## src/rtl/regfile_wb_arbiter.sv

```systemverilog
// regfile_wb_arbiter: shares the register file's single write port between
// unbuffered ALU writeback (priority) and load returns queued in a FIFO.
// Exports a per-register busy vector for decode stalls.
// Optional macro STARVE_GUARD_EN: starvation counter that periodically forces
// one FIFO pop (FORCE_LSU state); otherwise strict ALU priority.
module regfile_wb_arbiter #(
    parameter int unsigned LQ_DEPTH   = 4,
    parameter int unsigned STARVE_MAX = 3
) (
    input  logic                        CLK,
    input  logic                        RST,
    input  logic                        alu_valid,
    output logic                        alu_ready,
    input  logic [4:0]                  alu_rd,
    input  logic [31:0]                 alu_wd,
    input  logic                        lsu_valid,
    output logic                        lsu_ready,
    input  logic [4:0]                  lsu_rd,
    input  logic [31:0]                 lsu_wd,
    output logic [4:0]                  A3,
    output logic [31:0]                 WD3,
    output logic                        EN,
    output logic [31:0]                 busy,
    output logic [$clog2(LQ_DEPTH):0]   lq_count
);

    localparam int unsigned AW = $clog2(LQ_DEPTH);
    localparam logic [AW:0] FULL_CNT = LQ_DEPTH[AW:0];

    typedef enum logic {NORMAL, FORCE_LSU} state_t;
    state_t state;

    logic [4:0]          q_rd [LQ_DEPTH];
    logic [31:0]         q_wd [LQ_DEPTH];
    logic [LQ_DEPTH-1:0] q_vld;
    logic [AW-1:0]       wr_ptr;
    logic [AW-1:0]       rd_ptr;
    logic [AW:0]         count;
    logic                full;
    logic                empty;
    logic                push;
    logic                pop;
    logic                alu_win;

    assign full      = (count == FULL_CNT);
    assign empty     = (count == '0);
    assign lq_count  = count;
    assign alu_ready = (state == NORMAL);
    assign lsu_ready = !full;
    assign alu_win   = alu_valid && alu_ready;
    assign pop       = !alu_win && !empty;
    // rd==0 loads are acknowledged but never stored: they would write nothing.
    assign push      = lsu_valid && !full && (lsu_rd != '0);

    // FIFO payload storage (no reset needed; guarded by q_vld)
    always_ff @(posedge CLK) begin
        if (push) begin
            q_rd[wr_ptr] <= lsu_rd;
            q_wd[wr_ptr] <= lsu_wd;
        end
    end

    // FIFO pointers, occupancy and per-slot valid bits
    always_ff @(posedge CLK) begin
        if (RST) begin
            wr_ptr <= '0;
            rd_ptr <= '0;
            count  <= '0;
            q_vld  <= '0;
        end else begin
            if (push) begin
                wr_ptr        <= wr_ptr + 1'b1;
                q_vld[wr_ptr] <= 1'b1;
            end
            if (pop) begin
                rd_ptr        <= rd_ptr + 1'b1;
                q_vld[rd_ptr] <= 1'b0;
            end
            case ({push, pop})
                2'b10:   count <= count + 1'b1;
                2'b01:   count <= count - 1'b1;
                default: count <= count;
            endcase
        end
    end

    // Registered write port: ALU winner, else FIFO head, else idle
    always_ff @(posedge CLK) begin
        if (RST) begin
            A3  <= '0;
            WD3 <= '0;
            EN  <= 1'b0;
        end else if (alu_win) begin
            A3  <= alu_rd;
            WD3 <= alu_wd;
            EN  <= (alu_rd != '0);
        end else if (pop) begin
            A3  <= q_rd[rd_ptr];
            WD3 <= q_wd[rd_ptr];
            EN  <= (q_rd[rd_ptr] != '0);
        end else begin
            EN  <= 1'b0;
        end
    end

    // Busy vector: pending FIFO entries plus the write in the output stage
    always_comb begin
        busy = '0;
        for (int unsigned i = 0; i < LQ_DEPTH; i++) begin
            if (q_vld[i]) begin
                busy[q_rd[i]] = 1'b1;
            end
        end
        if (EN) begin
            busy[A3] = 1'b1;
        end
        busy[0] = 1'b0;
    end

`ifdef STARVE_GUARD_EN
    localparam int unsigned CW = (STARVE_MAX < 1) ? 1 : $clog2(STARVE_MAX + 1);
    localparam logic [CW-1:0] STARVE_LIM = STARVE_MAX[CW-1:0];

    state_t        state_next;
    logic [CW-1:0] starve_cnt;
    logic [CW-1:0] starve_cnt_next;

    // State and starvation counter registers
    always_ff @(posedge CLK) begin
        if (RST) begin
            state      <= NORMAL;
            starve_cnt <= '0;
        end else begin
            state      <= state_next;
            starve_cnt <= starve_cnt_next;
        end
    end

    // Count ALU grants that block a non-empty FIFO; force one pop at the limit
    always_comb begin
        state_next      = state;
        starve_cnt_next = starve_cnt;
        case (state)
            NORMAL: begin
                if (alu_win && !empty) begin
                    starve_cnt_next = starve_cnt + 1'b1;
                end else begin
                    starve_cnt_next = '0;
                end
                if (starve_cnt_next == STARVE_LIM) begin
                    state_next = FORCE_LSU;
                end
            end
            FORCE_LSU: begin
                starve_cnt_next = '0;
                state_next      = NORMAL;
            end
            default: begin
                starve_cnt_next = '0;
                state_next      = NORMAL;
            end
        endcase
    end
`else
    assign state = NORMAL;
`endif

endmodule

```

## config.mk

```make
export PLATFORM = sky130hd
export DESIGN_NAME = regfile_wb_arbiter
export DESIGN_NICKNAME = d
export VERILOG_FILES = /design/src/rtl/regfile_wb_arbiter.sv
export SDC_FILE = /design/constraint.sdc
export NUM_CORES = 1
export LEC_CHECK = 0
export CORE_UTILIZATION = 40
export CTS_BUF_LIST = sky130_fd_sc_hd__clkbuf_8
export DETAILED_ROUTE_END_ITERATION = 7
export GPL_ROUTABILITY_DRIVEN = 1
export PLACE_DENSITY_LB_ADDON = 0.3
export SYNTH_ARGS = -nofsm -noshare
export SYNTH_HDL_FRONTEND = slang
export SYNTH_SLANG_ARGS = --single-unit
```

## constraint.sdc

```tcl
create_clock -name CLK -period 2.86 [get_ports CLK]
set_input_delay 0.572 -clock CLK [delete_from_list [all_inputs] [get_ports CLK]]
set_output_delay 0.572 -clock CLK [all_outputs]
set_load 0.01 [all_outputs]
```

==> out/results.ini, run 1 <==
[run_status]
status=finished with violations
violations=DRC

[route]
wl_per_cell_um=19.8
drtIter0Drc=458
drtPass1Iterations=8
postRouteAntennaNets=0
drc_errors=24
drt_wl_total_mm=23.4
vias=6698
detail_route.vias_per_cell=5.65

[final_layout]
drive_above_1_share_pct=19.4
nets=980
antennaDiodeCount=0
syn2layout_area_growth_pct=30.5
nFillCells=1870
finish.utilization_pct=53.5
final_cell_count_no_fill=1185

[timing]
fin_skew_ns=0.0167
holdWs_ns=0.557
drv_slew=0
min_period_ns=2.79
period_share_pct=97.7
fmax_mhz=358
rsz0062_at_grt=yes
hold_violations=0
tightest_slew_ns=0.757
slew_headroom_pct=49.5
setup_violations=0

[pwr]
pwr-share-clk_pct=20.5
powerDensity_nw_per_um2=688
pwr-share-comb_pct=33.1
ir_worst_vdd_v=0.000340
leakage_nw=4.31
netSwitchingPower_mw=2.60
switching_share_pct=32.2
sequentialPowerShare_pct=46.4
p_int_mw=5.48

[clock_network]
cts.sinks=199
clk_pin_slew_ns=0.09
clk-insertion-delay-late_ns=0.46
numCtsBuffers=17
cts.htree.levels=4
cts_root_buf=clkbuf_8
clock_path_buffers=2
cts_tree=built

[placed_design]
hpwl_mm=16.0
io_buffers=150
dp_cells=1117
place_congestion=0.918

[flow_run]
cap_violations=0

[die]
core_area_um2=22000
die_area_um2=23100
start_util_pct=41.0
die_x_um=152
io_pins=153
dieHeight_um=152
fp-row-count=54

[critical_path]
startpoint=q_rd[2][3]
r2r-end=lq_count[2]
critPathMaxFanout=9
crit_type=flop to primary output
critical_path_required_ns=2.29
crit_slowest_cell=edfxtp_1
endpoint=busy[10]
critPathBufInv=1
cp-end-kind=primary output
path_delay_family=flip-flops
worstSetupPathDepth=4
cp_cell_sequence=nor3b_2 > a22oi_1 > nand3_1 > clkdlybuf4s50_1
rr_startpoint=lq_count[2]
critical_path.max_stage_delay_ns=0.60
reg2reg_depth=9
cp-start-kind=flop
arrival_ns=2.22
r2r_slack_ns=0.58

[min_path]
min_path_type=input port to flop
hold-path-cell-count=2

[synthesis]
ys_warn_count=0
netlist_instances=705
ys_dominant_reg_cell=edfxtp_1
netlist_area_um2=9000
syn-num-nets=793
synth_cell_types=40
synth_seq_cells=199
synth_edf_count=148
syn_avg_cell_area_um2=12.8
yosysSeqAreaShare_pct=60.7
synthArstFlopShare_pct=0

[global_route]
grt.total_usage_pct=20.2
overflow=0
grt_max_degree=77
first_global_vias=6461
antenna_found_initial=2
grt_pass1_wl_mm=36.2

-- flip-flops by register name, indices dropped and copies added (netlist names), named ones only --
name / flops
q_wd: 128
EN: 1
WD3: 32
A3: 5
wr_ptr: 2
lq_count: 3
q_rd: 20
rd_ptr: 2
q_vld: 4
-- power by group through the flow --
stage / combinational (mW) / clock, mW / sequential [mW]
2_1_floorplan: 1.59 / 0 / 3.76
5_1_grt: 2.91 / 1.82 / 3.79
4_1_cts: 2.64 / 1.71 / 3.76
3_5_place_dp: 2.63 / 0 / 3.82
3_3_place_gp: 2.61 / 0 / 3.81
6_report: 2.68 / 1.66 / 3.75
-- kinds of logic (layout without fill, tap and decap cells) --
logic type,count (synthesis),in the layout,share of synthesized area [%]
buffers and inverters,96,296,4.25
and+or+nand+nor,203,203,11.8
muxes,38,38,9.37
AOI/OAI and AO/OA,153,153,12.0
adders and majority gates,10,10,1.47
DFF,199,199,60.7
other,2,2,0.0834
xor gates and xnor gates,4,4,0.389
-- metrics by stage --
stage / power, mW / TNS, ns / area [µm²] / setup slack [ns]
2_1_floorplan: 5.36 / 0 / 9000 / 0.216
3_3_place_gp: 6.43 / -0.201 / 11000 / -0.201
3_5_place_dp: 6.45 / -0.239 / 11000 / -0.239
4_1_cts: 8.11 / -0.572 / 11400 / -0.0847
5_1_grt: 8.53 / -0.215 / 11700 / -0.0726
6_report: 8.08 / 0 / 11700 / 0.0659
-- timing repair --
item                                   4_1_cts  5_1_grt
hold buffers                                 0        0
endpoints found under the hold margin        0        0
setup endpoints to repair                   16       26
pin swaps                                    0        1
resized for setup                           16       36
buffers inserted                             6       30
-- synthesized netlist by cell type, types with 4 or more instances --
library cell,instances,area [µm²]
edfxtp_1,148,4440
nand2_1,58,218
dfxtp_1,51,1020
a21oi_1,45,225
inv_1,45,169
nor2_1,45,169
clkbuf_1,39,146
a221oi_1,37,324
mux4_2,37,833
a22oi_1,29,218
nand3_1,24,120
nand3b_1,23,173
nor3b_1,20,150
o221ai_1,16,140
o22ai_1,16,100
ha_1,9,113
buf_2,6,30.0
nor3_1,6,30.0
and3_1,5,31.3
and3b_1,5,43.8
and2_1,4,25.0
o21a_1,4,30.0
or3b_2,4,35.0
-- how the worst min path moves through the flow --
stage | to | startpoint | slack (ns)
2_1_floorplan | flop | rd_ptr[1] | 0.50
3_3_place_gp | flop | rd_ptr[1] | 0.53
3_5_place_dp | WD3[28] | WD3[28] | 0.54
4_1_cts | rd_ptr[0] | RST | 0.52
5_1_grt | rd_ptr[0] | RST | 0.55
6_report | rd_ptr[0] | RST | 0.56
-- layer usage --
layer | up-vias | GRT usage, % | wire length, µm
met2 | 309 | 33.7 | 11400
met4 | 4 | 6.32 | 445
met3 | 45 | 4.45 | 1700
met5 | - | 0 | 26
met1 | 3252 | 26.5 | 9850
li1 | 3088 | - | -
-- cell type report --
cell class / instances / area [µm²] / share of cell area, %
Clock buffer: 20 / 275 / 2.34
Inverter: 45 / 169 / 1.44
Timing Repair Buffer: 219 / 2090 / 17.8
Multi-Input combinational cell: 410 / 3300 / 28.1
Sequential cell: 199 / 5480 / 46.6
Tap cell: 280 / 350 / 2.98
Clock inverter: 12 / 92.6 / 0.788
-- layout by cell type (no fill, tap or decap), drive strengths merged, types with 4 or more instances in the layout --
master	count
edfxtp	148
o221ai	16
a22oi	29
and3	5
a221oi	37
inv	53
clkdlybuf4s50	130
nand3	24
clkbuf	24
and2	4
dfxtp	51
a21oi	45
o22ai	16
nor3b	20
nor3	6
nand2	58
o21a	4
mux4	37
o21ai	4
nand3b	23
and3b	5
nor2	45
dlymetal6s2s	13
dlygate4sd2	5
buf	67
ha	9
or3b	6
No activity file was read; power rests on OpenSTA's default activity.
==> run 2, diff against run 1 <==
Settings changed: CAP_MARGIN set to 40.
==> results of run 2 <==
The final DEF is identical to that of run 1; final timing and power are the same.
==> run 3, diff against run 2 <==
Settings changed: CELL_PAD_IN_SITES_DETAIL_PLACEMENT set to 1, CELL_PAD_IN_SITES_GLOBAL_PLACEMENT set to 1, TNS_END_PERCENT set to 20.
==> run 3 against run 2 <==
  * The flow finishes with violations (DRC, setup timing)
  * Register-to-register slack worse by 0.09 ns
  * Wire length grew 18%
  * Setup slack lost 0.11 ns
  * Total power up 3.8%
  * Critical path depth up 1
  * Worst hold slack better by 0.010 ns
  * Final cell count shrank 1.1%
  * Sequential cell count did not move
  * Via count grew 1.4%
  * Non-clock buffer count shrank 13
  * Critical path type unchanged
  * Critical endpoint unchanged
  * Largest power group unchanged
==> out/results.ini, run 3 (same netlist as run 1, synthesis figures left out) <==
[run_status]
status=finished with violations
violations=DRC, setup timing

[global_route]
grt_pass1_wl_mm=42.5
overflow=0
antenna_found_initial=0
first_global_vias=7329
grt.total_usage_pct=24.2
grt_max_degree=77

[critical_path]
cp-end-kind=primary output
r2r_slack_ns=0.49
reg2reg_depth=9
rr_startpoint=lq_count[2]
arrival_ns=2.33
critPathMaxFanout=9
cp-start-kind=flop
critical_path_required_ns=2.29
crit_type=flop to primary output
r2r-end=lq_count[2]

[final_layout]
multi_input_area_um2=3360
antennaDiodeCount=0
layout_common_cells=edfxtp_1 (148), clkdlybuf4s50_1 (127), nand2_1 (58)
syn2layout_area_growth_pct=30.8
finish.utilization_pct=53.6
top_register=q_wd
final_common_cell=edfxtp_1
nets=967
largest_reg_flops=128
nFillCells=2184
drive_above_1_share_pct=20.3
top_regs=q_wd x128, WD3 x32, q_rd x20
regArea_um2=5480

[timing]
slew_headroom_pct=48.0
drv_slew=0
min_period_ns=2.90
setup_ws_ns=-0.0408
rsz0062_at_grt=yes
period_share_pct=101
setup_violations=7
fmax_mhz=345
fin_skew_ns=0.0205
hold_violations=0
tightest_slew_ns=0.780
holdWs_ns=0.568

[pwr]
finalPower_mw=8.39
leakage_nw=4.25
ir_worst_vdd_v=0.000449
powerDensity_nw_per_um2=713

[min_path]
hold-path-cell-count=2
whs_endpoint=WD3[1]
hp-start=WD3[1]
min_path_type=flop to flop

[route]
wl_per_cell_um=23.5
vias=6791
postRouteAntennaNets=0
drtPass1Iterations=8
drc_errors=20
drtIter0Drc=348
drt_wl_total_mm=27.5
detail_route.vias_per_cell=5.79

[clock_network]
cts_tree=built
cts.htree.levels=4
numCtsBuffers=17
cts_root_buf=clkbuf_8
clk_pin_slew_ns=0.11
clk-insertion-delay-late_ns=0.47
clock_path_buffers=2
cts.sinks=199

[die]
io_pins=153
die_x_um=152
dieHeight_um=152
core_area_um2=22000
start_util_pct=41.0
fp-row-count=54
die_area_um2=23100

[placed_design]
io_buffers=150
hpwl_mm=19.4
place_congestion=0.898

[flow_run]
cap_violations=0

-- run 3: changes by cell type in the layout (fill, tap and decap cells not counted), moves of 3 or more --
| cell | delta |
|---|---|
| dlygate4sd2_1 | +5 |
| clkbuf_2 | -4 |
| a22oi_2 | +6 |
| inv_1 | -6 |
| clkdlybuf4s50_1 | -3 |
| dfxtp_1 | -3 |
| inv_6 | +3 |
| buf_4 | -10 |
| a22oi_1 | -6 |
-- run 3: where the power goes --
part	internal, mW	leakage [nW]	switching, mW
clock network	0.824	0.208	1.02
logic	1.24	2.26	1.53
registers	3.50	1.78	0.279
-- run 3: worst max-delay path by stage --
stage / startpoint / end / slack [ns] / cells past startpoint
after floorplan: lsu_rd[0] / lq_count[2] / 0.22 / 9
after global placement: lsu_rd[0] / lq_count[2] / -0.20 / 10
after detailed placement: lsu_rd[0] / lq_count[2] / -0.30 / 10
after CTS: q_rd[1][2] / busy[26] / -0.1 / 5
after global routing: q_rd[3][3] / busy[10] / -0.17 / 5
final: q_rd[3][4] / busy[10] / -0.04 / 5
-- run 3: per-layer routing --
metal | wire length, µm | global-route usage [%]
met1 | 11000 | 28.0
met2 | 14600 | 45.3
met3 | 1160 | 3.51
met4 | 746 | 8.94
met5 | 0 | 0
-- run 3: critical path, cell delays in order, from the launching register on --
cell and delay, ns:
edfxtp_1 0.57, nor3b_1 0.33, buf_4 0.20, a22oi_1 0.09, nand3_1 0.13, clkdlybuf4s50_1 0.55
-- run 3: what timing repair did --
action	4_1_cts	5_1_grt
pin swaps	0	2
resized for setup	39	31
setup endpoints to repair	31	21
setup buffers	13	17
hold buffers	0	0
-- run 3: area by class of cell --
cell class / count / area share [%]
Timing Repair Buffer: 206 / 17.0
Tap cell: 280 / 2.98
Multi-Input combinational cell: 410 / 28.5
Clock buffer: 18 / 2.10
Sequential cell: 199 / 46.6
Inverter: 45 / 1.43
Clock inverter: 14 / 1.37
-- run 3: through the flow --
stage | TNS, ns | cells | worst slack, ns | instance area, µm²
floorplan | 0 | 705 | 0.216 | 9000
global placement | -0.199 | 1110 | -0.199 | 10900
detailed placement | -0.414 | 1110 | -0.304 | 10900
CTS | -0.769 | 1155 | -0.0978 | 11500
global route | -1.01 | 1172 | -0.166 | 11800
finish | -0.157 | 1172 | -0.0408 | 11800
